## src/rtl/ltc_pkg.sv

```systemverilog
// ltc_pkg: state encoding and {J,P,C} light codes shared by the traffic light controllers
package ltc_pkg;
  typedef enum logic [1:0] {
    IDLE    = 2'd0,
    REQ     = 2'd1,
    WALK    = 2'd2,
    LOCKOUT = 2'd3
  } ped_state_t;
  localparam logic [2:0] GREEN  = 3'b100;
  localparam logic [2:0] YELLOW = 3'b010;
  localparam logic [2:0] RED    = 3'b001;
endpackage

```

## src/rtl/ped_debounce.sv

```systemverilog
// ped_debounce: two-flop synchronizer plus saturating debounce counter giving a one-cycle press pulse
module ped_debounce #(
  parameter int DEB_CYC = 3
) (
  input  logic clk,
  input  logic rst,
  input  logic btn,
  output logic req_pulse
);
  localparam int W = $clog2(DEB_CYC + 1);
  logic [1:0] sync;
  logic [W-1:0] cnt;
  logic btn_s;
  assign btn_s = sync[1];
  // counter saturates at DEB_CYC so a held button yields a single pulse
  always_ff @(posedge clk or posedge rst)
    if (rst) begin
      sync      <= '0;
      cnt       <= '0;
      req_pulse <= 1'b0;
    end else begin
      sync      <= {sync[0], btn};
      cnt       <= !btn_s ? '0 : (cnt == W'(DEB_CYC)) ? cnt : cnt + W'(1);
      req_pulse <= btn_s && cnt == W'(DEB_CYC - 1);
    end
endmodule

```

## src/rtl/ped_request_ltc.sv

```systemverilog
// ped_request_ltc: pedestrian request, walk phase and lockout sequencing alongside main_ltc
module ped_request_ltc
  import ltc_pkg::*;
#(
  parameter int DEB_CYC  = 3,
  parameter int WALK_CYC = 10,
  parameter int LOCK_CYC = 20,
  parameter int CNT_W    = 5
) (
  input  logic             clk,
  input  logic             rst,
  input  logic             btn,
  input  logic             J,
  input  logic             P,
  input  logic             C,
  output logic             N,
  output logic             walk,
  output logic             dont_walk,
  output logic             wait_lamp,
  output logic [CNT_W-1:0] walk_cnt
);
  localparam int LK_W = $clog2(LOCK_CYC + 2);
  localparam ped_state_t DONE = (LOCK_CYC == 0) ? IDLE : LOCKOUT;
  ped_state_t state, state_n;
  logic [CNT_W-1:0] cnt_n;
  logic [LK_W-1:0] lock_cnt, lock_n;
  logic req_pulse, red;
  ped_debounce #(.DEB_CYC(DEB_CYC)) u_deb (
    .clk       (clk),
    .rst       (rst),
    .btn       (btn),
    .req_pulse (req_pulse)
  );
  assign red = {J, P, C} == RED;
  // loss of red aborts the walk ahead of the normal countdown exit
  always_comb begin
    state_n = state;
    cnt_n   = walk_cnt;
    lock_n  = lock_cnt;
    case (state)
      IDLE: state_n = req_pulse ? REQ : IDLE;
      REQ:
        if (red) begin
          state_n = WALK;
          cnt_n   = CNT_W'(WALK_CYC);
        end
      WALK:
        if (!red || walk_cnt == CNT_W'(1)) begin
          state_n = DONE;
          cnt_n   = '0;
          lock_n  = LK_W'(LOCK_CYC);
        end else
          cnt_n = walk_cnt - CNT_W'(1);
      default:
        if (lock_cnt <= LK_W'(1))
          state_n = IDLE;
        else
          lock_n = lock_cnt - LK_W'(1);
    endcase
  end
  // lamps are registered straight from the next state so they change with the state
  always_ff @(posedge clk or posedge rst)
    if (rst) begin
      state     <= IDLE;
      lock_cnt  <= '0;
      walk_cnt  <= '0;
      N         <= 1'b0;
      walk      <= 1'b0;
      dont_walk <= 1'b1;
      wait_lamp <= 1'b0;
    end else begin
      state     <= state_n;
      lock_cnt  <= lock_n;
      walk_cnt  <= cnt_n;
      N         <= state_n == REQ;
      wait_lamp <= state_n == REQ;
      walk      <= state_n == WALK;
      dont_walk <= state_n != WALK;
    end
endmodule

```

## config.mk

```make
export PLATFORM = sky130hd
export DESIGN_NAME = ped_request_ltc
export DESIGN_NICKNAME = d
export VERILOG_FILES = /design/src/rtl/ltc_pkg.sv /design/src/rtl/ped_debounce.sv /design/src/rtl/ped_request_ltc.sv
export SDC_FILE = /design/constraint.sdc
export NUM_CORES = 1
export LEC_CHECK = 0
export BUFFER_PORTS_ARGS = -buffer_cell sky130_fd_sc_hd__buf_4
export CAP_MARGIN = 20
export CORE_MARGIN = 4
export CORE_UTILIZATION = 55
export DETAILED_ROUTE_END_ITERATION = 6
export GPL_ROUTABILITY_DRIVEN = 0
export PLACE_DENSITY = 0.77
export SETUP_SLACK_MARGIN = 0.2
export SYNTH_ARGS = -nofsm -noshare
export SYNTH_HDL_FRONTEND = slang
export SYNTH_SLANG_ARGS = --single-unit
```

## constraint.sdc

```tcl
create_clock -name clk -period 1.9 [get_ports clk]
set_clock_uncertainty 0.15 [all_clocks]
set_input_delay 0.095 -clock clk [delete_from_list [all_inputs] [get_ports clk]]
set_output_delay 0.095 -clock clk [all_outputs]
set_load 0.05 [all_outputs]
```

# After elaboration in Yosys (flattened, before gate mapping)
# Index checks and enable logic that the tools add are counted.
totals:
  reg_bits: 20
  in_bits: 6
  output_inout_bits: 9
classes:
  add_sub_neg: 3
  order_cmp: 1
  n_eq_ne: 13
  muxes: 13
  bitwise: 1
  reduce_logical: 8
ops:
  columns: ["operator", "n"]
  rows:
  - ["$mux W5", 4]
  - ["$pmux W5 S2", 2]
  - ["$mux W2", 5]
  - ["$sub A5 B1 Y5 const B", 2]
  - ["$eq A2 B2 Y1 const B", 4]
  - ["$ne A2 B2 Y1 const B", 4]
  - ["$pmux W2 S3", 1]
  - ["$eq A5 B1 Y1 const B", 1]
  - ["$le A5 B1 Y1 const B", 1]
  - ["$eq A2 B1 Y1 const B", 2]
  - ["$eq A3 B1 Y1 const B", 1]
  - ["$reduce_and A3 Y1", 1]
  - ["$add A2 B1 Y2 const B", 1]
  - ["$logic_not A2 Y1", 1]
  - ["$ne A2 B1 Y1 const B", 1]
  - ["$reduce_and A2 Y1", 1]
  - ["$reduce_bool A2 Y1", 1]
  - ["$reduce_or A2 Y1", 1]
  - ["$logic_and A1 B1 Y1", 1]
  - ["$logic_not A1 Y1", 1]
  - ["$logic_or A1 B1 Y1", 1]
  - ["$mux W1", 1]
  - ["$not A1 Y1", 1]

# Longest topological paths before layout
# Gate-level depths: netlist (run 1).
logic_depth:
  ltp_word: 6
  ltp_mapped: 5

# Hierarchy
# A second synthesis (run 1) with hierarchy kept.
hier_totals:
  cells_unflattened: 108
  hier_area_um2: 1116.1
modules_own_cells:
  columns: ["mod", "instances", "cells_each", "area_per_inst_um2", "seq_area_each_um2"]
  rows:
  - ["ped_request_ltc", 1, 93, 915.9, 376.6]
  - ["ped_debounce", 1, 15, 200.2, 125.1]

# Worst setup path after synthesis (run 1)
# OpenSTA, ideal clock, no wires.
synth_path:
  kind: "reg-to-reg"
  startpoint: "register walk_cnt[0]"
  endpoint: "register lock_cnt[3]"
  setup_time_ps: 121
  arrival_time_ps: 1734
  required_ps: 1629
  path_slack_ps: -105
  path_stages_with_launch: 5
  period_less_slack_ps: 2005
  path_cell_list: "dfrtp_1 ha_1 nor4b_2 o31ai_1 a22o_1"
synth_between:
  elab_chain_cells: 4
synth_lines:
  columns: ["element", "line", "rtl"]
  rows:
  - ["start, declared", "ped_request_ltc.sv:20", "output logic [CNT_W-1:0] walk_cnt"]
  - ["start signal, assigned", "ped_request_ltc.sv:74", "walk_cnt <= cnt_n;"]
  - ["$eq A5 B1 Y1", "ped_request_ltc.sv:48", "if (!red || walk_cnt == CNT_W'(1)) begin"]
  - ["$logic_or A1 B1 Y1", "ped_request_ltc.sv:48", null]
  - ["$ne A2 B2 Y1 (no source line)", null, null]
  - ["$reduce_and A3 Y1 (no source line)", null, null]
  - ["end signal, assigned", "ped_request_ltc.sv:73", "lock_cnt <= lock_n;"]
  - ["end, declared", "ped_request_ltc.sv:26", "logic [LK_W-1:0] lock_cnt, lock_n;"]
# No other way between the ends.
# A chain may end at the register's enable or synchronous reset.

# Final worst setup path (run 1)
layout_path:
  startpoint: "register walk_cnt[0]"
  endpoint: "register walk_cnt[1]"
layout_between:
  elab_chain_cells: 4
  elab_cells_between_ends: 5
  cone_classes: "add/sub (1); eq/ne (1); mux (2); reduce/logical (1)"
layout_lines:
  columns: ["element", "line", "rtl"]
  rows:
  - ["branches (longest 2 deep; another with $sub A5 B1 Y5)", null, null]
  - ["$mux W5 *", "ped_request_ltc.sv:48", null]
  - ["$pmux W5 S2 *", "ped_request_ltc.sv:40", "case (state)"]
# Mark *: on every way between the ends.

==> run summary, run 1 <==
Status - finished, violations left
Violated checks - hold timing
Area share of fa/ha/maj cells after synthesis - 6.92%
Detailed Route Iter0 Violations - 24
Clock root cell - clkbuf_4
Mapped Area - 1080 µm²
Logic pwr share - 50.3%
Pin count of the biggest net entering global routing - 21
WL final - 2290 µm
Post-synth ARST share - 100%
Htree depth - 1
Setup TNS Final - 0 ps
Slowest-stage cell, CP - dfrtp_2
Nature of the critical path startpoint - flop
WL/cell - 15.3 µm
Worst hold path type - in2reg
Worst hold slack - -3.19 ps
Reg power frac - 34.6%
Die area - 2750 µm²
Dominant cell type by area after synthesis - dfrtp_1
Final Max Slew Viols - 0
Antenna viol nets, final - 0
XOR/XNOR Fraction of Synth Area - 0.807%
Post-Synthesis Cells - 105
Overflow after GRT - 0
Synth Area per Inst - 10.3 µm²
IO Pins - 15
Synth Area in Simple Gates - 22.7%
Measured slew at the worst slew-check pin - 758 ps
Vias after detailed routing - 900
Final #Nets - 138
Hold Path Cell Cnt - 4
R2r worst-path depth - 5
CP Cell Sequence - ha_4 -> nor4b_4 -> buf_4 -> or4_4 -> nand3_2
Wire length on met1 - 983 µm
Placeable Area - 1800 µm²
Die X - 52.4 µm
Post-synthesis sequential area ratio - 46.3%
PortBufs - 14
DRC errors left - 0
Internal power - 1300 µW
Max Fclk - 583 MHz
Yosys reg bits - 20
Yosys Warn Count - 0
Maxcap violations - 0
Cell Count, Final, Fillers Out - 150
Longest Clk Path Bufs - 2
Required @ worst endpoint - 2000 ps
Final Hold Viols - 1
CTS tree - done
Yosys top cell area share - 43.8%
Syn_nets - 117
NetSw - 1020 µW
First-pass GRT wire length - 3800 µm
Fraction of layout cells with a size suffix above 1 - 33.6%
Initial core utilization - 60.2%
Top cells by area, synth - dfrtp_1 44%, ha_1 6.9%, o221ai_1 3.2%
Pwr/cell area - 1680 nW/µm²
GR Util All Layers - 19.0%
Clock Latency Late Sink - 310 ps
Commonest register cell after synthesis - dfrtp_1
Dpl cells - 142
Crit path largest cell delay - 480 ps
RSZ-0062 raised after global routing - yes
Max layer used - met4
Critical Path End Type - flop
Mux share of post-synthesis cell area - 1.04%
Post-DP HPWL - 1560 µm
EDFF count, synth - 0
Fin crit share - 90.3%
Largest family of logic cells by synthesized area - simple AND/OR/NAND/NOR gates
DR vias/cell - 6.00
Worst VDD drop - 1.12 mV
Final setup fails - 0
Met2 wire len - 1190 µm
Syn-to-layout area delta - 27.3%
Critical path peak fanout - 6
Vias in the first global route - 841
CTS Sinks - 20
Clock-pin slew on the worst setup and hold paths - 110 ps
Number of diodes - 0
Min cycle time layout - 1720 ps
Critical path class - reg2reg
Initial antenna violation count - 0
DRT Pass-1 Iters - 4
Die Ht - 52.4 µm
Sw Share - 43.9%
CP Data Arrival Time - 1820 ps
FP Rows - 15
Worst slew margin - 49.4%
Leakage - 0.000592 µW
Synth Area in Compound Gates - 17.2%
Clock power frac - 15.1%
CTS buffer count - 3
Unique masters post-synth - 43
DR WL met3 - 78 µm
## repair_timing
| action | in CTS | in global routing |
|---|---|---|
| hold buffers | 2 | 0 |
| hold endpoints to repair | 20 | 0 |
| pin swaps | 0 | 4 |
| resized for setup | 1 | 9 |
| buffers inserted | 0 | 2 |
| setup endpoints to repair | 1 | 13 |
## cells in the final DEF, fill, tap and decap left out, drive strengths merged, types with 2 or more instances in the layout
cell type    netlist  layout
a31o               2       2
and2               3       3
buf                4      19
clkbuf             1       3
dfrtp             19      19
dlygate4sd3        0       2
ha                 6       6
inv                8       8
nand2              4       4
nand2b             4       4
nand3              3       3
nand3b             2       2
nand4              2       2
nor2               5       5
nor2b              3       3
nor3               2       2
nor3b              3       3
nor4               2       2
nor4b              2       2
o21ai              3       3
o21bai             2       2
o221ai             4       4
o31ai              3       3
## flip-flops by register name, summed over array words and instances, names as in the netlist
signal	flops
u_deb.sync	2
u_deb.cnt	2
lock_cnt	5
walk	1
wait_lamp	1
dont_walk	1
walk_cnt	5
state	2
u_deb.req_pulse	1
## Yosys cell counts, types with 2 or more instances
library cell,count
and2_1,3
nand3_1,3
ha_1,6
nand4_1,2
nand2b_1,4
o31ai_1,3
nor4_1,2
o21ai_0,3
nor2_1,5
o21bai_1,2
nand3b_1,2
o221ai_1,4
buf_2,2
nor3b_1,3
dfrtp_1,19
a31o_1,2
nand2_1,4
nor3_1,2
inv_1,8
nor2b_1,3
## power groups by stage
| stage | logic [µW] | registers (µW) | clock network, µW |
|---|---|---|---|
| after detailed placement | 1060 | 778 | 0 |
| after floorplan | 643 | 917 | 0 |
| after global placement | 1030 | 770 | 0 |
| final | 1170 | 802 | 349 |
| after CTS | 1070 | 776 | 350 |
| after global routing | 1250 | 824 | 379 |
## layout make-up
cell class	count	area (µm²)
inverter	8	32.5
clock buffer	3	22.5
clock inverter	1	30.0
tap	25	31.3
fill	130	420
multi-input combinational	72	596
timing repair buffer	21	163
sequential	20	507
## worst max-delay path, delay by kind of cell (launching register included)
family | cells | cell delay, ps
buf+inv | 1 | 170
flops | 1 | 480
fa+ha+maj | 1 | 170
simple gates | 3 | 690
## metrics by stage
step	total power [µW]	worst slack (ps)	hold WS (ps)	util, %	area (µm²)
finish	2320	185	-3.19	76.7	1380
global route	2460	147	13.1	76.7	1380
CTS	2200	204	1.47	73.3	1320
detailed placement	1830	227	60.0	69.0	1240
global placement	1800	265	55.4	69.0	1240
floorplan	1560	176	-92.1	-	1110
## path summary, 6_finish.rpt
| path | start | endpoint | slack [ps] |
|---|---|---|---|
| worst max-delay path | walk_cnt[0]$_DFFE_PP0P_ | walk_cnt[1]$_DFFE_PP0P_ | 180 |
| worst min-delay path | J | dont_walk$_DFF_PP1_ | -3 |
| worst max register to register | walk_cnt[0]$_DFFE_PP0P_ | walk_cnt[1]$_DFFE_PP0P_ | 180 |
| worst min register to register | u_deb.sync[0]$_DFF_PP0_ | u_deb.sync[1]$_DFF_PP0_ | 230 |
| max in group asynchronous | rst | walk_cnt[2]$_DFFE_PP0P_ | 750 |
| min in group asynchronous | rst | u_deb.sync[1]$_DFF_PP0_ | 330 |
## layer usage
layer / global-route usage (%) / vias up
li1: - / 428
met1: 23.0 / 451
met2: 32.4 / 16
met3: 3.42 / 5
met4: 8.94 / 0
met5: 0 / -
## cells by family after synthesis
logic type	count (synthesis)
muxes	1
AOI/OAI and AO/OA	24
adders and majority gates	6
xor gates and xnor gates	1
and+or+nand+nor	40
DFF	20
buffers and inverters	13
Power figures use the tool's default switching activity.
==> run 2: changes to the inputs <==
--- a/config.mk
+++ b/config.mk
@@ -12,6 +12,7 @@
 export DETAILED_ROUTE_END_ITERATION = 6
 export GPL_ROUTABILITY_DRIVEN = 0
 export PLACE_DENSITY = 0.77
+export RECOVER_POWER = 100
 export SETUP_SLACK_MARGIN = 0.2
 export SYNTH_ARGS = -nofsm -noshare
 export SYNTH_HDL_FRONTEND = slang
==> run 2 against run 1 <==
  * The flow now finishes without violations
  * Wire length is 0.39% lower
  * Sequential power is 1% lower
  * Register-to-register slack worse by 40 ps
  * Clock power is 1% lower
  * Fmax is 2.2% lower
  * Count of clock-buffer cells in the layout stayed put
  * Worst setup slack worse by 39 ps
  * Global-route usage stayed put
  * Sequential share of layout area is 0.57 points higher
  * Utilization is 1.7 points lower
  * First-iteration DRC count is 8.3% lower
  * Via count is 0.11% higher
  * Largest cell class unchanged
==> run summary, run 2 (synthesis gave the netlist of run 1 again) <==
Status - completed (was finished, violations left)
Htree depth - 1 (unchanged)
Die area - 2750 µm² (unchanged)
DR vias/cell - 6.01 (was 6.00)
Post-DP HPWL - 1560 µm (unchanged)
Final #Nets - 138 (unchanged)
Logic pwr share - 49.7% (was 50.3%)
Vias after detailed routing - 901 (was 900)
Antenna viol nets, final - 0 (unchanged)
Setup TNS Final - 0 ps (unchanged)
Most common cell after layout, fill and taps aside - dfrtp_1 (was buf_4)
DRT Pass-1 Iters - 4 (unchanged)
Hold Path Cell Cnt - 4 (unchanged)
CTS Sinks - 20 (unchanged)
Required @ worst endpoint - 2000 ps (about the same)
Clock Latency Late Sink - 300 ps (was 310 ps)
Maxcap violations - 0 (unchanged)
Pwr/cell area - 1670 nW/µm² (was 1680 nW/µm²)
PortBufs - 14 (unchanged)
Max Fclk - 570 MHz (was 583 MHz)
IO Pins - 15 (unchanged)
Fraction of layout cells with a size suffix above 1 - 24.0% (was 33.6%)
WL/cell - 15.2 µm (was 15.3 µm)
Vias in the first global route - 841 (unchanged)
Most frequent cells in the layout - 18 x dfrtp_1, 11 x buf_4, 7 x inv_1 (was 19 x buf_4, 15 x dfrtp_1, 6 x inv_1)
Detailed Route Iter0 Violations - 22 (was 24)
Clock-pin slew on the worst setup and hold paths - 110 ps (about the same)
Longest Clk Path Bufs - 2 (unchanged)
GR Util All Layers - 19.0% (unchanged)
Min cycle time layout - 1750 ps (was 1720 ps)
CTS buffer count - 3 (unchanged)
Worst VDD drop - 1.10 mV (was 1.12 mV)
Reg2reg end - walk_cnt[1]$_DFFE_PP0P_ (unchanged)
Fin crit share - 92.3% (was 90.3%)
Critical path class - reg2reg (unchanged)
R2R Path Start - walk_cnt[1]$_DFFE_PP0P_ (was walk_cnt[0]$_DFFE_PP0P_)
CP Data Arrival Time - 1850 ps (was 1820 ps)
Initial antenna violation count - 0 (unchanged)
RSZ-0062 raised after global routing - yes (unchanged)
Measured slew at the worst slew-check pin - 744 ps (was 758 ps)
Reg area - 503 µm² (was 507 µm²)
DRC errors left - 0 (unchanged)
R2r worst-path depth - 6 (was 5)
Worst slew margin - 50.4% (was 49.4%)
Sw Share - 44.4% (was 43.9%)
Pwr Total - 2250 µW (was 2320 µW)
Flop-to-flop setup slack - 150 ps (was 180 ps)
NetSw - 1000 µW (was 1020 µW)
CTS tree - done (unchanged)
Critical Path End Type - flop (unchanged)
Reg power frac - 35.1% (was 34.6%)
Footprint of the multi-input gates - 591 µm² (was 596 µm²)
Initial core utilization - 60.2% (unchanged)
Internal power - 1250 µW (was 1300 µW)
Number of diodes - 0 (unchanged)
First-pass GRT wire length - 3800 µm (unchanged)
FP Rows - 15 (unchanged)
Clock root cell - clkbuf_4 (unchanged)
Final Max Slew Viols - 0 (unchanged)
Critical path peak fanout - 6 (unchanged)
Overflow after GRT - 0 (unchanged)
Die Ht - 52.4 µm (unchanged)
Syn-to-layout area delta - 24.5% (was 27.3%)
Final Hold Viols - 0 (was 1)
Worst hold path type - in2reg (unchanged)
Nature of the critical path startpoint - flop (unchanged)
Final setup fails - 0 (unchanged)
Pin count of the biggest net entering global routing - 21 (unchanged)
Clock power frac - 15.3% (was 15.1%)
Die X - 52.4 µm (unchanged)
Worst hold start - J (unchanged)
Largest regs - lock_cnt (5), walk_cnt (5) (unchanged)
WL final - 2290 µm (about the same)
Hold Path End - dont_walk$_DFF_PP1_ (unchanged)
Fill count - 137 (was 130)
Placeable Area - 1800 µm² (unchanged)
Leakage - 0.000573 µW (was 0.000592 µW)
## run 2: cell types whose count changed in the layout (fill, tap and decap cells not counted), moves of 2 or more
cell and change:
dfrtp_1 +3, and2_0 +3, dfrtp_2 -3, buf_4 -8, and2_1 -3, clkbuf_1 +6, clkbuf_4 +2
## run 2: worst max path at each step
stage | from | slack (ps) | to | cells after the start
final | walk_cnt[1]$_DFFE_PP0P_ | 150 | walk_cnt[1]$_DFFE_PP0P_ | 6
after global routing | walk_cnt[1]$_DFFE_PP0P_ | 100 | walk_cnt[1]$_DFFE_PP0P_ | 6
after CTS | walk_cnt[1]$_DFFE_PP0P_ | 200 | lock_cnt[1]$_DFFE_PP0P_ | 5
after detailed placement | walk_cnt[1]$_DFFE_PP0P_ | 230 | lock_cnt[3]$_DFFE_PP0P_ | 5
after global placement | walk_cnt[0]$_DFFE_PP0P_ | 270 | walk_cnt[3]$_DFFE_PP0P_ | 3
after floorplan | walk_cnt[0]$_DFFE_PP0P_ | 180 | walk_cnt[3]$_DFFE_PP0P_ | 3
## run 2: power by group through the flow
stage          Combinational [µW]  Clock, µW  Sequential [µW]
2_1_floorplan                 643          0              917
3_3_place_gp                 1030          0              770
3_5_place_dp                 1060          0              778
4_1_cts                      1070        350              776
5_1_grt                      1210        379              815
6_report                     1120        344              790
## run 2: layout make-up
cell class | instances | share of cell area [%]
Inverter | 8 | 2.41
Sequential cell | 20 | 37.3
Clock buffer | 3 | 1.67
Clock inverter | 1 | 2.22
Tap cell | 25 | 2.32
Timing Repair Buffer | 21 | 10.4
Multi-Input combinational cell | 72 | 43.7
## run 2: layer usage
metal / up-vias / track usage, % / wire length, µm
li1: 427 / - / -
met1: 456 / 23.0 / 977
met2: 14 / 32.4 / 1200
met3: 4 / 3.42 / 69
met4: 0 / 8.94 / 34
met5: - / 0 / 0
## run 2: timing repair
item	CTS	global route
buffers inserted	0	2
endpoints found under the hold margin	20	0
pin swaps	0	4
setup endpoints to repair	1	13
hold buffers	2	0
gates resized for setup	1	9
## run 2: critical path, cell delays in order (launching register included)
cell     delay [ps]
dfrtp_1         460
inv_4            70
ha_4            160
nor4b_4         130
buf_4           170
or4_4           480
nand3_2          80
## run 2: per-stage QoR
step | hold WS (ps) | cell area [µm²] | utilization (%) | instances | setup WS (ps)
5_1_grt | 13.1 | 1350 | 74.9 | 150 | 95.4
4_1_cts | 1.47 | 1320 | 73.3 | 148 | 204
3_3_place_gp | 55.4 | 1240 | 69.0 | 142 | 265
6_report | 5.40 | 1350 | 74.9 | 150 | 145
2_1_floorplan | -92.1 | 1110 | - | 105 | 176
3_5_place_dp | 60.0 | 1240 | 69.0 | 142 | 227
